--- src/rtl/main_bus_arbiter_if.sv ---
// Arbitration sideband for the main bus: request/grant lines plus the
// address-valid strobe the arbiter watches to track transaction boundaries.
interface main_bus_arbiter_if #(
  parameter int unsigned NREQ = 2
);
  localparam int unsigned OW = (NREQ > 1) ? $clog2(NREQ) : 1;

  logic [NREQ-1:0] req;
  logic            AddrValid;
  logic [NREQ-1:0] gnt;
  logic [OW-1:0]   owner;
  logic            busy;
  logic            timeout_err;

  // Bus masters (and whatever models them) drive requests and the strobe
  modport master (
    output req, AddrValid,
    input  gnt, owner, busy, timeout_err
  );

  // The arbiter observes requests and the strobe, and produces the grant
  modport slave (
    input  req, AddrValid,
    output gnt, owner, busy, timeout_err
  );
endinterface

--- src/rtl/main_bus_arbiter.sv ---
// Round-robin arbiter for the main bus. Holds one grant for an address cycle
// plus BURST data cycles, hands off back-to-back without an idle cycle, and
// revokes a grant that sits unused for TIMEOUT cycles.
module main_bus_arbiter #(
  parameter int unsigned NREQ    = 2,
  parameter int unsigned BURST   = 4,
  parameter int unsigned TIMEOUT = 8
) (
  input logic                clk,
  input logic                resetH,
  main_bus_arbiter_if.slave  bus
);
  localparam int unsigned OW = (NREQ > 1) ? $clog2(NREQ) : 1;
  localparam int unsigned BW = (BURST > 1) ? $clog2(BURST) : 1;
  localparam int unsigned WW = (TIMEOUT > 1) ? $clog2(TIMEOUT) : 1;

  typedef enum logic [1:0] {
    IDLE  = 2'd0,
    GRANT = 2'd1,
    XFER  = 2'd2
  } state_t;

  state_t          state, state_nx;
  logic [NREQ-1:0] gnt_q, gnt_nx;
  logic [OW-1:0]   owner_q, owner_nx;
  logic [OW-1:0]   last_q, last_nx;
  logic [BW-1:0]   beat_q, beat_nx;
  logic [WW-1:0]   wait_q, wait_nx;
  logic            busy_q, busy_nx;
  logic            terr_q, terr_nx;

  logic            pick_any_c;
  logic [OW-1:0]   pick_idx_c;

  // Round-robin search: first requester at or after (last+1), wrapping
  always_comb begin
    int unsigned idx;
    idx        = 0;
    pick_any_c = 1'b0;
    pick_idx_c = '0;
    for (int unsigned k = 1; k <= NREQ; k++) begin
      idx = (32'(last_q) + k) % NREQ;
      if (!pick_any_c && bus.req[idx]) begin
        pick_any_c = 1'b1;
        pick_idx_c = OW'(idx);
      end
    end
  end

  // Next-state and next-output logic
  always_comb begin
    state_nx = state;
    gnt_nx   = gnt_q;
    owner_nx = owner_q;
    last_nx  = last_q;
    beat_nx  = beat_q;
    wait_nx  = wait_q;
    terr_nx  = 1'b0;

    unique case (state)
      IDLE: begin
        // AddrValid here is a protocol violation and is deliberately ignored
        if (pick_any_c) begin
          gnt_nx   = NREQ'(1) << pick_idx_c;
          owner_nx = pick_idx_c;
          last_nx  = pick_idx_c;
          wait_nx  = '0;
          state_nx = GRANT;
        end
      end
      GRANT: begin
        if (bus.AddrValid) begin
          beat_nx  = '0;
          state_nx = XFER;
        end else if (!bus.req[owner_q]) begin
          gnt_nx   = '0;
          state_nx = IDLE;
        end else if (wait_q == WW'(TIMEOUT - 1)) begin
          gnt_nx   = '0;
          terr_nx  = 1'b1;
          state_nx = IDLE;
        end else begin
          wait_nx = wait_q + 1'b1;
        end
      end
      XFER: begin
        // Grant is held for the whole burst regardless of req or AddrValid
        if (beat_q == BW'(BURST - 1)) begin
          if (pick_any_c) begin
            gnt_nx   = NREQ'(1) << pick_idx_c;
            owner_nx = pick_idx_c;
            last_nx  = pick_idx_c;
            wait_nx  = '0;
            state_nx = GRANT;
          end else begin
            gnt_nx   = '0;
            state_nx = IDLE;
          end
        end else begin
          beat_nx = beat_q + 1'b1;
        end
      end
      default: begin
        gnt_nx   = '0;
        state_nx = IDLE;
      end
    endcase

    busy_nx = (state_nx != IDLE);
  end

  // State and registered outputs, synchronous reset
  always_ff @(posedge clk) begin
    if (resetH) begin
      state   <= IDLE;
      gnt_q   <= '0;
      owner_q <= '0;
      last_q  <= OW'(NREQ - 1);
      beat_q  <= '0;
      wait_q  <= '0;
      busy_q  <= 1'b0;
      terr_q  <= 1'b0;
    end else begin
      state   <= state_nx;
      gnt_q   <= gnt_nx;
      owner_q <= owner_nx;
      last_q  <= last_nx;
      beat_q  <= beat_nx;
      wait_q  <= wait_nx;
      busy_q  <= busy_nx;
      terr_q  <= terr_nx;
    end
  end

  assign bus.gnt         = gnt_q;
  assign bus.owner       = owner_q;
  assign bus.busy        = busy_q;
  assign bus.timeout_err = terr_q;

endmodule

--- src/flat_wrapper.sv ---
// flat-port wrapper written by rule: the top's interface ports become plain ports
module main_bus_arbiter_flat 
#(
  parameter int unsigned NREQ    = 2,
  parameter int unsigned BURST   = 4,
  parameter int unsigned TIMEOUT = 8
)
  (clk, resetH, bus_req, bus_AddrValid, bus_gnt, bus_owner, bus_busy, bus_timeout_err);
  main_bus_arbiter_if #(.NREQ(NREQ)) bus_i ();
  input logic clk;
  input logic resetH;
  input wire logic [$bits(bus_i.req)-1:0] bus_req;
  input wire logic [$bits(bus_i.AddrValid)-1:0] bus_AddrValid;
  output wire logic [$bits(bus_i.gnt)-1:0] bus_gnt;
  output wire logic [$bits(bus_i.owner)-1:0] bus_owner;
  output wire logic [$bits(bus_i.busy)-1:0] bus_busy;
  output wire logic [$bits(bus_i.timeout_err)-1:0] bus_timeout_err;
  assign bus_i.req = bus_req;
  assign bus_i.AddrValid = bus_AddrValid;
  assign bus_gnt = bus_i.gnt;
  assign bus_owner = bus_i.owner;
  assign bus_busy = bus_i.busy;
  assign bus_timeout_err = bus_i.timeout_err;
  main_bus_arbiter #(.NREQ(NREQ), .BURST(BURST), .TIMEOUT(TIMEOUT)) u_core (.clk(clk), .resetH(resetH), .bus(bus_i));
endmodule
--- config.mk ---
export PLATFORM = sky130hd
export DESIGN_NAME = main_bus_arbiter_flat
export DESIGN_NICKNAME = d
export VERILOG_FILES = /design/src/rtl/main_bus_arbiter_if.sv /design/src/rtl/main_bus_arbiter.sv /design/src/flat_wrapper.sv
export SDC_FILE = /design/constraint.sdc
export NUM_CORES = 1
export LEC_CHECK = 0
export CAP_MARGIN = 0
export CORE_AREA = 10 10 47 49
export DETAILED_ROUTE_END_ITERATION = 8
export DIE_AREA = 0 0 57 59
export PLACE_DENSITY = 0.74
export SLEW_MARGIN = 20
export SYNTH_ARGS = -nofsm -noshare
export SYNTH_HDL_FRONTEND = slang
export SYNTH_SLANG_ARGS = --single-unit
export TNS_END_PERCENT = 100
--- constraint.sdc ---
create_clock -name clk -period 2.68 [get_ports clk]
set_input_delay 0.536 -clock clk [delete_from_list [all_inputs] [get_ports clk]]
set_output_delay 0.536 -clock clk [all_outputs]
set_load 0.03 [all_outputs]
=== Word-level counts from Yosys, hierarchy flattened ===
Cells that the tools add are included.

* Equality and inequality tests: 12
* Muxes and demuxes: 40
* Magnitude comparators: 3
* Reductions and logical operators: 12
* Bitwise logic cells: 2
* Shift operators: 1
* $add $sub $neg: 4

{| class="wikitable"
|+ Operator list
! operator !! count
|-
| two-way mux 2 bit || 13
|-
| two-way mux 1 bit || 16
|-
| two-way mux 3 bit || 5
|-
| case mux 2 bit (3 select lines) || 2
|-
| case mux 3 bit (3 select lines) || 1
|-
| inequality test 2 bit (second input constant) || 4
|-
| less-than comparator 1 x 2 -> 1 bit (second input constant) || 3
|-
| inequality test 2 x 1 -> 1 bit (second input constant) || 3
|-
| nonzero test 2 bit || 3
|-
| AND reduction 5 bit || 1
|-
| equality test 2 bit (second input constant) || 2
|-
| case mux 1 bit (2 select lines) || 2
|-
| case mux 2 bit (2 select lines) || 1
|-
| AND reduction 4 bit || 1
|-
| OR reduction 4 bit || 1
|-
| adder 3 x 1 -> 3 bit (second input constant) || 1
|-
| equality test 3 bit (second input constant) || 1
|-
| inequality test 3 bit (second input constant) || 1
|-
| AND reduction 3 bit || 1
|-
| nonzero test 3 bit || 1
|-
| adder 1 bit (second input constant) || 2
|-
| adder 2 x 1 -> 2 bit (second input constant) || 1
|-
| equality test 2 x 1 -> 1 bit (second input constant) || 1
|-
| zero test 2 bit || 1
|-
| 5 further kinds || 6
|}

* Register bits after elaboration: 13
* Bits of input ports: 5
* Word-level logic and storage cells: 82
* Output and inout bits: 5

=== Logic depth before layout (Yosys ltp) ===
Gate-level depths: netlist of the first run.

* Depth after elaboration: 11
* Gate-level depth with buffers: 5
* Gate-level depth less buffers: 5

=== Least setup slack after synthesis of the first run ===
No wires, ideal clock.

* Path type: reg-to-reg
* Start point: register u_core.owner_q, in the netlist u_core.bus.owner
* End point: register u_core.gnt_q[0], in the netlist u_core.bus.gnt[0]
* Clock period less this slack: 1.615 ns
* Setup slack: 1.065 ns
* Buffers on the path: 0
* Data arrival time: 1.492 ns
* Cell stages (with the launch flop): 5
* Setup time: 0.123 ns
* Data required time: 2.557 ns
* Cell sequence: dfxtp_1 -> mux2i_2 -> nor3_1 -> a211oi_2 -> mux2_1

* Longest elaborated chain between the ends: 5
* Elaborated cells between the ends (all ways): 7
* Classes of those cells: 1 x eq/ne; 5 x mux; 1 x reduce/logical

{| class="wikitable"
|+ Ends and longest elaborated chain
! what !! RTL line !! text
|-
| from (decl) || main_bus_arbiter.sv:25 || <nowiki>logic [OW-1:0] owner_q, owner_nx;</nowiki>
|-
| from (signal assigned) || main_bus_arbiter.sv:126 || <nowiki>owner_q <= owner_nx;</nowiki>
|-
| two-way mux 1 bit (not written as such) * (2 in series) || main_bus_arbiter.sv:75 || <nowiki>end else if (!bus.req[owner_q]) begin</nowiki>
|-
| two-way mux 2 bit || main_bus_arbiter.sv:75 ||
|-
| two-way mux 2 bit || main_bus_arbiter.sv:72 || <nowiki>if (bus.AddrValid) begin</nowiki>
|-
| case mux 2 bit (3 select lines) || main_bus_arbiter.sv:60 || <nowiki>unique case (state)</nowiki>
|-
| to (signal assigned) || main_bus_arbiter.sv:125 || <nowiki>gnt_q <= gnt_nx;</nowiki>
|-
| to (decl) || main_bus_arbiter.sv:24 || <nowiki>logic [NREQ-1:0] gnt_q, gnt_nx;</nowiki>
|}

Mark *: on every way between the ends. The rest lies on a longest branch, timed or not. The select of a mux whose other input is x is not followed.
A chain may end at the register's enable or synchronous reset.

=== Worst setup path after layout of the first run ===
* Start point: register u_core.owner_q, in the netlist u_core.bus.owner
* End point: output bus_owner

{| class="wikitable"
|+ RTL lines
! what !! RTL line !! text
|-
| to (decl) || flat_wrapper.sv:15 || <nowiki>output wire logic [$bits(bus_i.owner)-1:0] bus_owner;</nowiki>
|}

No word-level cell between the ends.

==> results of run 1 <==
-- worst min path at each step --
stage	slack, ns	start	end
2_1_floorplan	0.45	u_core.wait_q[1]$_SDFFE_PP0P_	u_core.wait_q[1]$_SDFFE_PP0P_
3_3_place_gp	0.47	u_core.wait_q[1]$_SDFFE_PP0P_	u_core.wait_q[1]$_SDFFE_PP0P_
3_5_place_dp	0.47	u_core.bus.gnt[1]$_SDFFE_PP0P_	u_core.bus.gnt[1]$_SDFFE_PP0P_
4_1_cts	0.49	u_core.bus.gnt[1]$_SDFFE_PP0P_	u_core.bus.gnt[1]$_SDFFE_PP0P_
5_1_grt	0.50	u_core.wait_q[1]$_SDFFE_PP0P_	u_core.wait_q[1]$_SDFFE_PP0P_
6_report	0.48	u_core.bus.gnt[1]$_SDFFE_PP0P_	u_core.bus.gnt[1]$_SDFFE_PP0P_
-- logic make-up after synthesis --
group | after synthesis | share of synthesized area (%)
and+or+nand+nor | 26 | 24.5
muxes | 7 | 12.1
adders and majority gates | 3 | 5.66
buffers and inverters | 3 | 1.70
DFF | 13 | 39.2
AOI/OAI and AO/OA | 13 | 16.8
-- per-layer routing --
metal  wire [um]  vias to the layer above  track usage, %
met3          74                        2            3.00
li1            -                      255               -
met1         554                      222            8.86
met4          14                        0            3.02
met2         563                        7            11.5
met5           0                        -               0
-- registers in the layout (all words and copies together) (netlist names) --
signal	flops
u_core.state	2
u_core.bus.gnt	2
u_core.bus.busy	1
u_core.wait_q	3
u_core.bus.timeout_err	1
u_core.bus.owner	1
u_core.last_q	1
u_core.beat_q	2
-- area by class of cell --
cell class	count	area [sq um]	area share [%]
multi-input combinational	49	392	49.2
sequential	13	260	32.7
timing repair buffer	9	90.1	11.3
clock buffer	4	26.3	3.30
tap	16	20.0	2.52
inverter	2	7.51	0.943
-- power by group through the flow --
stage / combinational, W / clock (W) / sequential (W)
floorplan: 0.0000649 / 0 / 0.000237
finish: 0.000112 / 0.000115 / 0.000220
global route: 0.000122 / 0.000129 / 0.000223
global placement: 0.000111 / 0 / 0.000225
CTS: 0.000114 / 0.000122 / 0.000220
detailed placement: 0.000114 / 0 / 0.000225
-- layout by cell type (no fill, tap or decap), drive strengths merged --
cell type / count
inv: 2
a31oi: 1
a22oi: 2
o21ai: 1
ha: 3
nor2b: 4
nor3b: 1
dfxtp: 13
nor2: 8
and4bb: 1
o22ai: 1
nor3: 2
nand2: 4
nor4: 1
or2: 1
clkdlybuf4s50: 9
o211ai: 1
a221o: 1
a21o: 1
a21boi: 1
clkbuf: 4
o21a: 2
a211oi: 1
mux2: 2
mux2i: 5
nand2b: 4
a21oi: 1
-- metrics by stage --
step	std cells	hold WS (ns)	util, %	setup slack [ns]	cell area [sq um]
floorplan	65	0.455	-	1.06	663
global placement	89	0.465	54.9	0.599	769
detailed placement	89	0.467	54.9	0.529	769
CTS	93	0.490	56.8	0.791	796
global route	93	0.500	56.8	0.729	796
finish	93	0.484	56.8	0.812	796
==> impl_metrics.ini, run 1 <==
[run_status]
outcome = complete, no violations

[clock_tree]
cts_tree = yes
cts_resized = 0
cts_hold_buf = 0
postCtsSetupBuffers = 0
cts_buffers = 3
cts.sinks = 13
clock_latency_ns = 0.26
root_buffer = clkbuf_4
h-tree-depth = 1
cts_buffer_depth = 2
clk_pin_slew_ns = 0.08

[yosys]
synth_top_area_share_pct = 39.2
synth_most_common_cell = dfxtp_1
synth_top_area_cell = dfxtp_1
syn_nets = 73
ys_seq_area_share_pct = 39.2
postSynthAreaPerCell_sq_um = 10.2
ys_seq_elements = 13
synth_top_flop_cell = dfxtp_1
ys_warn_count = 0
syn_area_sq_um = 663
synth.area.top_cells = dfxtp_1 39%, mux2i_1 6.0%, ha_1 5.7%
async_reset_ff_share_pct = 0
synth-edff-count = 0
ys_types = 30
syn-instance-count = 65
synthTopCellsByCount = 13 x dfxtp_1, 8 x nor2_1, 4 x mux2i_1, 4 x nand2_1, 4 x nor2b_1

[worst_setup_path]
startpoint = u_core.bus.owner$_SDFFE_PP0P_
rrSetupSlack_ns = 1.05
crit_family = buffers and inverters
crit_path_start_kind = flop
r2r-end = u_core.wait_q[0]$_SDFFE_PP0P_
setup.worst_path.end_class = primary output
cp.required_ns = 2.14
crit_cells = 1
critical_path.max_stage_delay_ns = 0.69
arrival_ns = 1.33
critical_path_class = reg -> out
cp_slowest_cell = clkdlybuf4s50_1
path_buf_inv = 1
timing.rr.start = u_core.wait_q[0]$_SDFFE_PP0P_
cp_cell_sequence = clkdlybuf4s50_1
reg2reg_depth = 5
cp_max_fo = 3
cp-endpoint = bus_owner

[timing]
max_clock_freq_mhz = 535
skew_ns = 0.00671
slew_viol_final = 0
hold_viol_final = 0
setup_viol = 0
rsz0062_at_grt = false
fin_tns_setup_ns = 0
min_period_ns = 1.87
tightest_slew_ns = 0.494
slew_headroom_pct = 67.0
finalCritPeriodShare_pct = 69.7

[detailed_routing]
routed_wl_um = 1210
post-route-drc-count = 0
drt_iter0_drc = 7
vias = 486
viasPerCell = 5.23
wl_per_cell_um = 13.0
ant_nets = 0
drt_first_pass_iters = 4

[pwr]
power.density_nw_per_um2 = 563
ir_drop_mv = 0.356
swShare_pct = 28.7
p_switching_w = 0.000129
combPwrFrac_pct = 25.1
pwr-share-seq_pct = 49.2
p_clk_share_pct = 25.7
power.total_w = 0.000448
p_int_w = 0.000319
p_leak_nw = 0.311

[cells_and_area]
n_antenna_cell = 0
syn2layout_area_growth_pct = 20.0
drive_above_1_share_pct = 18.2
nNetsFinal = 86
fill_cells = 142

[hold_path]
hold_depth = 2
worstHoldPathType = reg -> reg

[die]
die_w_um = 57
core.rowCount = 14
die_area_sq_um = 3360
core_sq_um = 1400
io_pins = 10
initial_core_util_pct = 47.3
chipHeight_um = 59

[place]
gp_congestion = 0.833
dpl.hpwl_um = 955
portBuffers = 9

[global_route]
grt_pass1_wl_um = 2060
grt_overflow = 0
antenna_found_initial = 0
grt_pass1_vias = 480
grt_usage_pct = 7.40
grt_start_max_net_pins = 16

[run]
max-cap-violations = 0
(Power assumes the default switching activity.)
==> run 2, diff against run 1 <==
CORE_AREA = not set   (was 10 10 47 49)
CORE_MARGIN = 10   (was not set)
CORE_UTILIZATION = 45   (was not set)
DIE_AREA = not set   (was 0 0 57 59)
PLACE_DENSITY = 0.71   (was 0.74)
clock period = 1.6 ns   (was 2.68 ns; I/O delays follow)
==> impl_metrics.ini, run 2 (same netlist as run 1, synthesis figures left out) <==
[timing]
slew_viol_final = 0
rsz0062_at_grt = false
slew_headroom_pct = 73.5
worst_slack_ns = 0.0749
hold_viol_final = 0
min_period_ns = 1.53
tightest_slew_ns = 0.396
skew_ns = 0.00547
max_clock_freq_mhz = 656
finalCritPeriodShare_pct = 95.3
setup_viol = 0
hold_slack_ns = 0.480

[pwr]
power.density_nw_per_um2 = 899
ir_drop_mv = 0.533
p_leak_nw = 0.381

[place]
portBuffers = 9
dpl.hpwl_um = 1070
gp_congestion = 0.770
dpl_worst_slack_ns = -0.256

[detailed_routing]
wl_per_cell_um = 13.2
wl_met1_um = 605
ant_nets = 0
wl_met2_um = 610
drt_first_pass_iters = 4
wl_met3_um = 99
routed_wl_um = 1330
topRoutingLayerUsed = met4
drt_iter0_drc = 6
post-route-drc-count = 0
vias = 531
viasPerCell = 5.26

[die]
core_sq_um = 1350
io_pins = 10
die_area_sq_um = 3410
core.rowCount = 13
chipHeight_um = 58.4
die_w_um = 58.4
initial_core_util_pct = 49.1

[worst_setup_path]
setup.worst_path.end_class = flop
cp_max_fo = 3
reg2reg_depth = 5
timing.rr.start = u_core.wait_q[0]$_SDFFE_PP0P_
cp_cell_sequence = clkdlybuf4s50_1, or2_4, o21ai_1, a211oi_2, mux2_1
critical_path_class = in -> reg
rrSetupSlack_ns = 0.09
cp_slowest_cell = clkdlybuf4s50_1
r2r-end = u_core.wait_q[0]$_SDFFE_PP0P_
critical_path.max_stage_delay_ns = 0.54
cp.required_ns = 1.77
crit_path_start_kind = primary input
crit_family = buffers and inverters
arrival_ns = 1.70
path_buf_inv = 1

[run_status]
outcome = complete, no violations

[run]
max-cap-violations = 0

[clock_tree]
postCtsSetupBuffers = 0
cts_hold_buf = 0
cts.sinks = 13
cts_buffer_depth = 2
h-tree-depth = 1
clk_pin_slew_ns = 0.08
cts_buffers = 3
root_buffer = clkbuf_4
clock_latency_ns = 0.28
cts_tree = yes

[cells_and_area]
syn2layout_area_growth_pct = 31.3
nNetsFinal = 95
layout_common_cells = 12 x dfxtp_1, 9 x buf_4, 8 x nor2_1
n_antenna_cell = 0
mostFrequentLayoutCell = dfxtp_1
regMostFlops = u_core.wait_q
largest_register_ffs = 3
drive_above_1_share_pct = 29.1

[global_route]
antenna_found_initial = 0
grt_start_max_net_pins = 11
grt_overflow = 0
grt_pass1_vias = 554
grt_usage_pct = 8.45
grt_pass1_wl_um = 2330

[hold_path]
whs_endpoint = u_core.bus.gnt[1]$_SDFFE_PP0P_
hold_depth = 2
min-delay-start = u_core.bus.gnt[1]$_SDFFE_PP0P_
worstHoldPathType = reg -> reg
[run 2: layout make-up]
| class | instances | area [sq um] |
|---|---|---|
| timing repair buffer | 18 | 154 |
| multi-input combinational | 49 | 403 |
| inverter | 2 | 7.51 |
| clock buffer | 4 | 26.3 |
| fill | 113 | 479 |
| tap | 15 | 18.8 |
| sequential | 13 | 262 |
[run 2: metrics by stage]
step                utilization, %  total power [W]  TNS, ns  cell area, sq um  std cells
floorplan                        -         0.000507        0               664         65
global placement              62.0         0.000592   -0.806               837         97
detailed placement            62.0         0.000594    -1.12               837         97
CTS                           63.5         0.000791        0               857        101
global route                  64.5         0.000823        0               871        101
finish                        64.5         0.000783        0               871        101
[run 2: repair_timing]
action,in CTS,in global routing
resized for setup,5,3
endpoints found under the setup margin,5,6
pin swaps,0,1
[run 2: report_power, final]
part	leakage [nW]	switching (W)	internal (W)
Clock	0.0150	0.000106	0.0000966
Sequential	0.107	0.0000217	0.000349
Combinational	0.259	0.000105	0.000105
[run 2: worst max-delay path by stage]
stage | startpoint | endpoint | slack (ns) | depth (start not counted)
after floorplan | u_core.wait_q[0]$_SDFFE_PP0P_ | u_core.wait_q[0]$_SDFFE_PP0P_ | 0.07 | 5
after global placement | bus_req[0] | u_core.bus.gnt[0]$_SDFFE_PP0P_ | -0.21 | 5
after detailed placement | bus_req[0] | u_core.bus.gnt[0]$_SDFFE_PP0P_ | -0.26 | 5
after CTS | u_core.wait_q[0]$_SDFFE_PP0P_ | u_core.wait_q[0]$_SDFFE_PP0P_ | 0.01 | 5
after global routing | bus_req[1] | u_core.bus.gnt[0]$_SDFFE_PP0P_ | 0.01 | 6
final | bus_req[1] | u_core.bus.gnt[0]$_SDFFE_PP0P_ | 0.07 | 5
[run 2: routing by layer]
layer / track usage [%] / vias up
met5: 0 / -
met1: 9.14 / 245
met4: 5.03 / 0
met2: 13.5 / 10
li1: - / 272
met3: 3.43 / 4
[run 2: tightest hold or removal path, stage by stage (launching register included)]
cell and delay, ns:
dfxtp_1 0.32, nand2b_1 0.06, mux2i_1 0.06
==> run 3, diff against run 2 <==
CTS_CLUSTER_SIZE = 12   (was not set)
==> results of run 3 <==
No change in the layout: final DEF, timing and power equal those of run 2.
